==> config.mk <==
export PLATFORM = sky130hd
export DESIGN_NAME = snake_collision_unit
export DESIGN_NICKNAME = d
export VERILOG_FILES = /design/src/rtl/snake_collision_unit.sv
export SDC_FILE = /design/constraint.sdc
export NUM_CORES = 1
export LEC_CHECK = 0
export CAP_MARGIN = 25
export CORE_ASPECT_RATIO = 1.4
export CORE_MARGIN = 1.5
export CORE_UTILIZATION = 39
export DETAILED_ROUTE_END_ITERATION = 10
export HOLD_SLACK_MARGIN = 0.12
export SYNTH_ARGS = -nofsm -noshare
export SYNTH_HDL_FRONTEND = slang
export SYNTH_SLANG_ARGS = --single-unit
==> constraint.sdc <==
create_clock -name clk -period 28.3 [get_ports clk]
set_input_delay 2.83 -clock clk [delete_from_list [all_inputs] [get_ports clk]]
set_output_delay 2.83 -clock clk [all_outputs]
set_load 0.03 [all_outputs]
==> src/rtl/snake_collision_unit.sv <==
// snake_collision_unit: checks the snake head's next move against the
// playfield walls and against a shift-register history of body positions.
// One history entry is compared per clock while the check runs.
// Optional build macro: COLL_WRAP_EN makes boundary moves wrap around the
// playfield instead of reporting a wall hit.
module snake_collision_unit #(
    parameter int X_W   = 8,
    parameter int Y_W   = 7,
    parameter int X_MAX = 159,
    parameter int Y_MAX = 119,
    parameter int DEPTH = 16
) (
    input  logic           clk,
    input  logic           resetn,
    input  logic           start,
    input  logic           push,
    input  logic           clear,
    input  logic [X_W-1:0] regx,
    input  logic [Y_W-1:0] regy,
    input  logic [1:0]     direction,
    output logic           busy,
    output logic           done,
    output logic           collision,
    output logic           wall_hit,
    output logic           self_hit,
    output logic [7:0]     len
);

    localparam int             IDX_W   = (DEPTH > 1) ? $clog2(DEPTH) : 1;
    localparam logic [X_W-1:0] XM      = X_W'(X_MAX);
    localparam logic [Y_W-1:0] YM      = Y_W'(Y_MAX);
    localparam logic [X_W-1:0] X_ONE   = X_W'(1);
    localparam logic [Y_W-1:0] Y_ONE   = Y_W'(1);
    localparam logic [7:0]     DEPTH_L = 8'(DEPTH);

    typedef enum logic [1:0] {IDLE, WALL, SCAN, DONE} state_t;

    state_t         state;
    logic [X_W-1:0] head_x;
    logic [Y_W-1:0] head_y;
    logic [1:0]     head_dir;
    logic [X_W-1:0] next_x;
    logic [Y_W-1:0] next_y;
    logic [7:0]     idx;

    // History storage: index 0 is the newest entry; never reset, since
    // only indices below len are ever compared.
    logic [X_W-1:0] hist_x [DEPTH];
    logic [Y_W-1:0] hist_y [DEPTH];

    logic           wall_c;
    logic [X_W-1:0] step_x;
    logic [Y_W-1:0] step_y;
    logic           shift_en;
    logic           match;

    // A push only lands in IDLE, and loses to start and clear.
    assign shift_en = (state == IDLE) && push && !start && !clear;
    assign match    = (hist_x[idx[IDX_W-1:0]] == next_x) &&
                      (hist_y[idx[IDX_W-1:0]] == next_y);

    // Next head position and boundary test for the latched move.
    always_comb begin
        wall_c = 1'b0;
        step_x = head_x;
        step_y = head_y;
`ifdef COLL_WRAP_EN
        case (head_dir)
            2'd0:    step_x = (head_x == '0) ? XM : head_x - X_ONE;
            2'd1:    step_x = (head_x >= XM) ? '0 : head_x + X_ONE;
            2'd2:    step_y = (head_y == '0) ? YM : head_y - Y_ONE;
            default: step_y = (head_y >= YM) ? '0 : head_y + Y_ONE;
        endcase
`else
        case (head_dir)
            2'd0: begin
                wall_c = (head_x == '0);
                step_x = head_x - X_ONE;
            end
            2'd1: begin
                wall_c = (head_x >= XM);
                step_x = head_x + X_ONE;
            end
            2'd2: begin
                wall_c = (head_y == '0);
                step_y = head_y - Y_ONE;
            end
            default: begin
                wall_c = (head_y >= YM);
                step_y = head_y + Y_ONE;
            end
        endcase
`endif
    end

    // Shift the new entry in at index 0; the oldest falls off the end.
    always_ff @(posedge clk) begin
        if (shift_en) begin
            hist_x[0] <= regx;
            hist_y[0] <= regy;
            for (int i = 1; i < DEPTH; i++) begin
                hist_x[i] <= hist_x[i-1];
                hist_y[i] <= hist_y[i-1];
            end
        end
    end

    // Control FSM with registered status outputs and the entry counter.
    always_ff @(posedge clk or negedge resetn) begin
        if (!resetn) begin
            state     <= IDLE;
            len       <= '0;
            idx       <= '0;
            busy      <= 1'b0;
            done      <= 1'b0;
            collision <= 1'b0;
            wall_hit  <= 1'b0;
            self_hit  <= 1'b0;
            head_x    <= '0;
            head_y    <= '0;
            head_dir  <= '0;
            next_x    <= '0;
            next_y    <= '0;
        end else if (clear) begin
            state     <= IDLE;
            len       <= '0;
            busy      <= 1'b0;
            done      <= 1'b0;
            collision <= 1'b0;
            wall_hit  <= 1'b0;
            self_hit  <= 1'b0;
        end else begin
            case (state)
                IDLE: begin
                    done <= 1'b0;
                    if (start) begin
                        head_x    <= regx;
                        head_y    <= regy;
                        head_dir  <= direction;
                        collision <= 1'b0;
                        wall_hit  <= 1'b0;
                        self_hit  <= 1'b0;
                        busy      <= 1'b1;
                        state     <= WALL;
                    end else if (push && len != DEPTH_L) begin
                        len <= len + 8'd1;
                    end
                end
                WALL: begin
                    if (wall_c) begin
                        wall_hit  <= 1'b1;
                        collision <= 1'b1;
                        busy      <= 1'b0;
                        done      <= 1'b1;
                        state     <= DONE;
                    end else begin
                        next_x <= step_x;
                        next_y <= step_y;
                        idx    <= '0;
                        if (len == 8'd0) begin
                            busy  <= 1'b0;
                            done  <= 1'b1;
                            state <= DONE;
                        end else begin
                            state <= SCAN;
                        end
                    end
                end
                SCAN: begin
                    if (match) begin
                        self_hit  <= 1'b1;
                        collision <= 1'b1;
                        busy      <= 1'b0;
                        done      <= 1'b1;
                        state     <= DONE;
                    end else if (idx == len - 8'd1) begin
                        busy  <= 1'b0;
                        done  <= 1'b1;
                        state <= DONE;
                    end else begin
                        idx <= idx + 8'd1;
                    end
                end
                default: begin
                    done  <= 1'b0;
                    state <= IDLE;
                end
            endcase
        end
    end

endmodule
==> results.cfg, run 1 <==
[routing]
firstDrtPassIters = 4
viasPerCell = 5.17
wl_per_cell_um = 18.8
final_antenna_net_count = 0
wl_um = 24000
vias = 6603
drt_iter0_drc = 405
drc = 0

[pwr]
power_switching_w = 0.000421
p_int_w = 0.000943
clkPwrFrac = 0.284
power.leakage_nw = 4.95
ir_drop_v = 0.0000431
seq_power_share = 0.434
power_w = 0.00136
swShare = 0.309
powerDensity_nw_per_um2 = 93.3
combPwrFrac = 0.282

[clock_network]
hold_buffers = 0
cts_root_buffer = clkbuf_16
cts_made_buffers = 29
cts.clk_slew.worst_paths_ns = 0.06
htreeDepth = 1
worstSkewPairLatency_ns = 0.57
cts_resized = 0
cts_setup_buffers = 0
tritoncts = yes
clock-sinks = 295
clock_path_buffers = 3

[min_path]
min_to = hist_x[7][5]
hp-start = hist_x[6][5]
hold_depth = 0
min_path_type = reg2reg

[floorplanning]
io_pins = 35
die_w_um = 156
fp.dieH_um = 217
die_area_um2 = 33900
rows = 78
initial_core_util = 0.396
core-area_um2 = 32300

[timing]
fin_setup_tns_ns = 0
slew_headroom = 0.360
final-setup-viol-count = 0
skew_ns = 0.0145
final_max_slew_viol_count = 0
final_hold_viol_count = 0
fin_crit_ns = 5.17
fin_crit_sh = 0.183
clock.fmax_mhz = 194
hold-worst-slack_ns = 0.439
grt_setup_unrepaired = no
tightestPinTransition_ns = 0.960

[setup_path]
rr_endpoint = idx[1]
worstRegToRegCells = 9
critPathKind = in2reg
crit_required_ns = 28.48
worst-r2r-setup-slack_ns = 24.07
cp-end-kind = flop
critPathMaxFanout = 78
worstPathArrival_ns = 5.35
reg2reg_from = idx[0]
start_kind = input port

[logic_synthesis]
yosys-top-cells-count = edfxtp_1, mux4_2, dfrtp_1, xnor2_1, o21ai_0
synth.most_common_cell = edfxtp_1
synth-edff-count = 240
synth-async-reset-ratio = 0.186
yosys_most_used_dff = edfxtp_1
netlist_top_cells_area = edfxtp_1, dfrtp_1, mux4_2
netlist_area_um2 = 12800
yosys.area.top_type = edfxtp_1
ys_seq_elements = 295
syn-num-nets = 812
synth.avg_cell_area_um2 = 16.6
ys_seq_area_frac = 0.671
synth_top_area_frac = 0.564
synth_cells = 770
yosysUniqueCellTypes = 55
yosysWarnings = 0

[final_layout]
syn_to_final_growth_pct = 14.3
drive_gt1_frac = 0.179
nNetsFinal = 855
fillCellCount = 2815
n_antenna_cell = 0

[placement]
port_buffers = 34
gp_congestion = 0.787
dp_hpwl_um = 14900

[global_route]
grt_pass1_vias = 6873
grt_pass1_wl_um = 39100
grt_use_total = 0.147
gr-total-overflow = 0
antenna_found_initial = 0
grt_start_max_net_pins = 83

[flow_run]
drv_cap = 0

[run_status]
outcome = completed
## cell type report
cell class	instances	area (um^2)	share of cell area
Sequential cell	295	8590	0.588
Multi-Input combinational cell	418	3950	0.270
Clock buffer	40	837	0.0573
Tap cell	440	551	0.0377
Timing Repair Buffer	45	465	0.0318
Clock inverter	14	131	0.00899
Inverter	24	90.1	0.00616
## logic make-up after synthesis
family / synth area share
AO/OA/AOI/OAI: 0.0487
XOR/XNOR: 0.0384
adder cells (fa/ha/maj): 0.0207
buffers and inverters: 0.0206
flip-flops: 0.671
multiplexers: 0.147
AND/OR/NAND/NOR: 0.0528
## power by group through the flow
stage	logic, W	registers (W)	clock network (W)
after global placement	0.000384	0.000600	0
after detailed placement	0.000389	0.000601	0
after CTS	0.000390	0.000593	0.000401
after floorplan	0.000314	0.000598	0
after global routing	0.000427	0.000601	0.000416
final	0.000385	0.000592	0.000387
## registers in the layout (all words and copies together) (netlist names)
name       count
head_dir       2
hist_y       112
state          2
idx            8
len            8
self_hit       1
head_y         7
busy           1
done           1
next_x         8
next_y         7
wall_hit       1
head_x         8
collision      1
hist_x       128
## metrics by stage
step           setup slack (ns)  std cells  utilization  area [um^2]
3_5_place_dp              22.28       1220        0.421        13600
6_report                  23.13       1276        0.452        14600
5_1_grt                   22.96       1276        0.452        14600
4_1_cts                   22.92       1274        0.451        14600
2_1_floorplan              1.27        770            -        12800
3_3_place_gp              22.34       1219        0.420        13600
## layer usage
layer | global-route usage | part of all wire | vias up
met5 | 0 | 0 | -
met4 | 0.0422 | 0.017 | 0
met3 | 0.0225 | 0.030 | 23
met2 | 0.244 | 0.50 | 87
met1 | 0.201 | 0.45 | 3396
li1 | - | - | 3097
## worst max-delay path: stages
cell	delay, ns
clkdlybuf4s50_1	0.40
buf_4	0.21
nor4bb_4	0.29
buf_4	0.44
buf_16	0.29
buf_4	0.78
## worst max-delay path by stage
stage / start / end / slack, ns / cells after the start
after detailed placement: clear / hist_x[5][0] / 22.28 / 5
after floorplan: start / hist_x[0][0] / 1.27 / 1
after global routing: clear / hist_x[8][6] / 22.96 / 6
after CTS: clear / hist_x[14][5] / 22.92 / 5
final: clear / hist_x[11][6] / 23.13 / 6
after global placement: clear / hist_x[1][0] / 22.34 / 5
## placed cells by master (no fill, tap or decap), types with 4 or more instances in the layout
cell type | netlist | final
nand2_1 | 33 | 33
clkbuf_16 | 0 | 29
a21o_1 | 5 | 5
nand4_1 | 7 | 7
clkinv_1 | 1 | 9
nand2b_1 | 4 | 4
mux4_2 | 59 | 59
xor2_1 | 14 | 14
o22ai_1 | 6 | 6
clkbuf_1 | 18 | 4
clkbuf_8 | 0 | 7
clkdlybuf4s50_1 | 0 | 33
and3_1 | 6 | 6
mux2i_1 | 24 | 24
inv_1 | 23 | 23
or3_1 | 4 | 4
dfrtp_1 | 55 | 53
nor2b_1 | 5 | 5
buf_4 | 6 | 8
mux2_2 | 28 | 28
nor3_1 | 11 | 11
o21ai_0 | 34 | 34
a21oi_1 | 26 | 26
edfxtp_1 | 240 | 240
xnor2_1 | 42 | 42
nor2_1 | 30 | 30
nor4_1 | 5 | 5
nand3_1 | 17 | 17
ha_1 | 18 | 18
No activity file was read; power rests on OpenSTA's default activity.
==> run 2: changes to the inputs <==
clock period = 4.7 ns   (was 28.3 ns; I/O delays follow)
==> results.cfg, run 2 (synthesis gave the netlist of run 1 again) <==
[run_status]
outcome = completed

[final_layout]
final_cell_mix = edfxtp_1, mux4_2, dfrtp_1, xnor2_1, o21ai_0
n_antenna_cell = 0
largest_register_ffs = 128
reg.largest.list = hist_x (128), hist_y (112)
final_common_cell = edfxtp_1
drive_gt1_frac = 0.184
syn_to_final_growth_pct = 14.0
regMostFlops = hist_x
nNetsFinal = 857

[setup_path]
cp-end-kind = flop
start_kind = flop
worstPathArrival_ns = 4.00
critPathKind = reg2reg
critPathLaunch = idx[1]
crit_required_ns = 5.14
reg2reg_from = idx[1]
worst-r2r-setup-slack_ns = 1.14
critPathCapture = idx[1]
worstRegToRegCells = 8
critPathMaxFanout = 39
rr_endpoint = idx[1]

[timing]
final-setup-viol-count = 0
fin_setup_tns_ns = 0
clock.fmax_mhz = 281
fin_ws_ns = 1.14
slew_headroom = 0.380
final_max_slew_viol_count = 0
skew_ns = 0.0140
tightestPinTransition_ns = 0.931
fin_crit_sh = 0.758
hold-worst-slack_ns = 0.354
final_hold_viol_count = 0
fin_crit_ns = 3.56
grt_setup_unrepaired = no

[floorplanning]
die_w_um = 156
core-area_um2 = 32300
io_pins = 35
rows = 78
initial_core_util = 0.396
die_area_um2 = 33900
fp.dieH_um = 217

[routing]
wl_um = 24200
drt_iter0_drc = 431
vias = 6699
viasPerCell = 5.24
drc = 0
final_antenna_net_count = 0
firstDrtPassIters = 4
wl_per_cell_um = 18.9

[global_route]
grt_pass1_wl_um = 39700
grt_pass1_vias = 6921
gr-total-overflow = 0
antenna_found_initial = 0
grt_use_total = 0.149
grt_start_max_net_pins = 129

[pwr]
powerDensity_nw_per_um2 = 559
power.leakage_nw = 4.94
ir_drop_v = 0.000298

[flow_run]
drv_cap = 0

[clock_network]
worstSkewPairLatency_ns = 0.56
cts_made_buffers = 30
clock_path_buffers = 3
cts_resized = 0
cts_root_buffer = clkbuf_16
clock-sinks = 295
cts.clk_slew.worst_paths_ns = 0.06
tritoncts = yes
htreeDepth = 1

[placement]
port_buffers = 34
dp_hpwl_um = 15200
gp_congestion = 0.763
pre_cts_ws_ns = 1.10

[min_path]
min_path_type = in2async
run 2: worst min-delay path by stage:
stage | start | end | slack (ns)
floorplan | resetn | busy | 0.17
global placement | resetn | len[3] | 0.41
detailed placement | resetn | len[3] | 0.41
CTS | resetn | len[2] | 0.35
global route | resetn | wall_hit | 0.40
finish | resetn | len[7] | 0.35
run 2: worst max-delay path, stage by stage, from the launching register on:
cell and delay [ns]:
dfrtp_2 0.97, mux4_2 0.41, mux4_2 0.50, xnor2_1 0.19
nand4_1 0.24, nor4_4 0.31, a31oi_4 0.25, and3_1 0.25
a221o_1 0.28
run 2: metal layers:
layer  wire (um)  up-vias  global-route usage
li1            -     3107                   -
met1       10600     3439               0.205
met2       12200      114               0.244
met3         831       39              0.0213
met4         560        0              0.0438
met5           0        -                   0
run 2: report_power, final:
part	switching [W]	internal, W
logic	0.00119	0.00114
clock network	0.000985	0.00127
registers	0.000363	0.00319
total	0.00254	0.00561
run 2: cell type report:
class                           instances  area, um^2
Fill cell                            2849       17700
Sequential cell                       295        8590
Multi-Input combinational cell        418        3960
Clock buffer                           38         811
Tap cell                              440         551
Timing Repair Buffer                   46         465
Clock inverter                         18         119
Inverter                               24        90.1
run 2: what timing repair did:
| item | in CTS | in global routing |
|---|---|---|
| hold buffers | 1 | 0 |
| buffers inserted | 0 | 0 |
| endpoints found under the hold margin | 15 | 0 |
run 2: through the flow:
step            util  power [W]  area, um^2  std cells
2_1_floorplan      -    0.00540       12800        770
3_3_place_gp   0.422    0.00595       13600       1222
3_5_place_dp   0.422    0.00597       13600       1222
4_1_cts        0.451    0.00827       14600       1279
5_1_grt        0.451    0.00863       14600       1279
6_report       0.451    0.00815       14600       1279
==> run 3: changes to the inputs <==
clock period = 3.1 ns   (was 4.7 ns; I/O delays follow)
==> results.cfg, run 3 (synthesis gave the netlist of run 1 again) <==
[setup_path]
critPathMaxFanout = 6
critPathKind = reg2reg
critPathLaunch = idx[0]
start_kind = flop
worstPathArrival_ns = 3.59
reg2reg_from = idx[0]
crit_required_ns = 3.53
cp-end-kind = flop

[floorplanning]
core-area_um2 = 32300
rows = 78
io_pins = 35
initial_core_util = 0.396
fp.dieH_um = 217
die_area_um2 = 33900
die_w_um = 156

[timing]
fin_ws_ns = -0.0524
fin_setup_tns_ns = -0.200
final_max_slew_viol_count = 0
fin_crit_ns = 3.15
final-setup-viol-count = 6
fin_crit_sh = 1.02
clock.fmax_mhz = 317
final_hold_viol_count = 0
grt_setup_unrepaired = yes
skew_ns = 0.0115
slew_headroom = 0.631
tightestPinTransition_ns = 0.546

[routing]
drt_iter0_drc = 454
viasPerCell = 5.17
firstDrtPassIters = 4
drc = 0
final_antenna_net_count = 0
wl_per_cell_um = 19.0
vias = 6853
wl_um = 25100

[global_route]
gr-total-overflow = 0
grt_start_max_net_pins = 50
antenna_found_initial = 0
grt_pass1_wl_um = 40800
grt_pass1_vias = 7179
grt_use_total = 0.155

[clock_network]
cts_root_buffer = clkbuf_16
worstSkewPairLatency_ns = 0.56
cts_made_buffers = 30
htreeDepth = 1
clock-sinks = 295
tritoncts = yes
cts.clk_slew.worst_paths_ns = 0.07
clock_path_buffers = 3

[final_layout]
syn_to_final_growth_pct = 19.4
drive_gt1_frac = 0.235
largest_register_ffs = 128
n_antenna_cell = 0
finalNonFillerCells = 1326
reg.largest.list = hist_x (128), hist_y (112)
regMostFlops = hist_x
final_common_cell = edfxtp_1
nNetsFinal = 904
final_cell_mix = edfxtp_1, mux4_2, dfrtp_1, buf_4, xnor2_1

[flow_run]
drv_cap = 0

[pwr]
power.leakage_nw = 5.28
ir_drop_v = 0.000382
powerDensity_nw_per_um2 = 866

[placement]
dp.cells = 1264
dp_hpwl_um = 16900
port_buffers = 34
gp_congestion = 0.772

[run_status]
outcome = complete, but fails checks
violations = negative setup slack

[min_path]
min_path_type = in2async
[run 3: worst paths after layout]
check	to	slack, ns	cells past startpoint
max in group asynchronous	idx[0]	2.15	3
worst min-delay path	len[2]	0.27	2
worst min register to register	hist_y[7][3]	0.44	0
min in group clk	hist_x[0][7]	0.39	1
worst max register to register	idx[1]	-0.05	11
worst max-delay path	idx[1]	-0.05	11
[run 3: through the flow]
stage          area, um^2  total power [W]  setup slack [ns]  hold WS, ns  utilization
3_3_place_gp        14100          0.00930            -0.106        0.321        0.435
2_1_floorplan       12800          0.00818             -5.81       0.0144            -
6_report            15300           0.0132           -0.0524        0.273        0.473
3_5_place_dp        14100          0.00936            -0.157        0.326        0.435
5_1_grt             15300           0.0140            -0.182        0.297        0.473
4_1_cts             15200           0.0134           -0.0880        0.266        0.472
[run 3: what timing repair did]
action | CTS | global route
cloned | 1 | 0
hold buffers | 1 | 0
gates resized for setup | 13 | 6
pin swaps | 2 | 1
buffers inserted | 4 | 0
hold endpoints to repair | 19 | 0
setup endpoints to repair | 13 | 14
[run 3: routing by layer]
layer / wire, um / global-route usage
met1: 11300 / 0.211
met2: 12700 / 0.260
met3: 699 / 0.0205
met4: 432 / 0.0416
met5: 0 / 0
[run 3: layout make-up]
cell class / count / area (um^2)
Tap cell: 440 / 551
Multi-Input combinational cell: 418 / 4000
Clock inverter: 13 / 193
Sequential cell: 295 / 8590
Inverter: 24 / 90.1
Clock buffer: 43 / 861
Timing Repair Buffer: 93 / 986
Fill cell: 2761 / 17000
[run 3: critical path: stages (launching register included)]
cell	delay, ns
dfrtp_4	0.50
buf_12	0.15
buf_8	0.11
mux4_2	0.49
mux4_2	0.51
xnor2_2	0.13
nand4_1	0.12
buf_6	0.15
nor4_4	0.21
a31oi_4	0.16
and3_1	0.21
a221o_1	0.30
[run 3: report_power, final]
part	leakage (nW)	internal (W)	switching [W]	total, W
clock network	0.510	0.00234	0.00148	0.00382
logic	1.88	0.00206	0.00203	0.00409
registers	2.89	0.00484	0.000470	0.00531
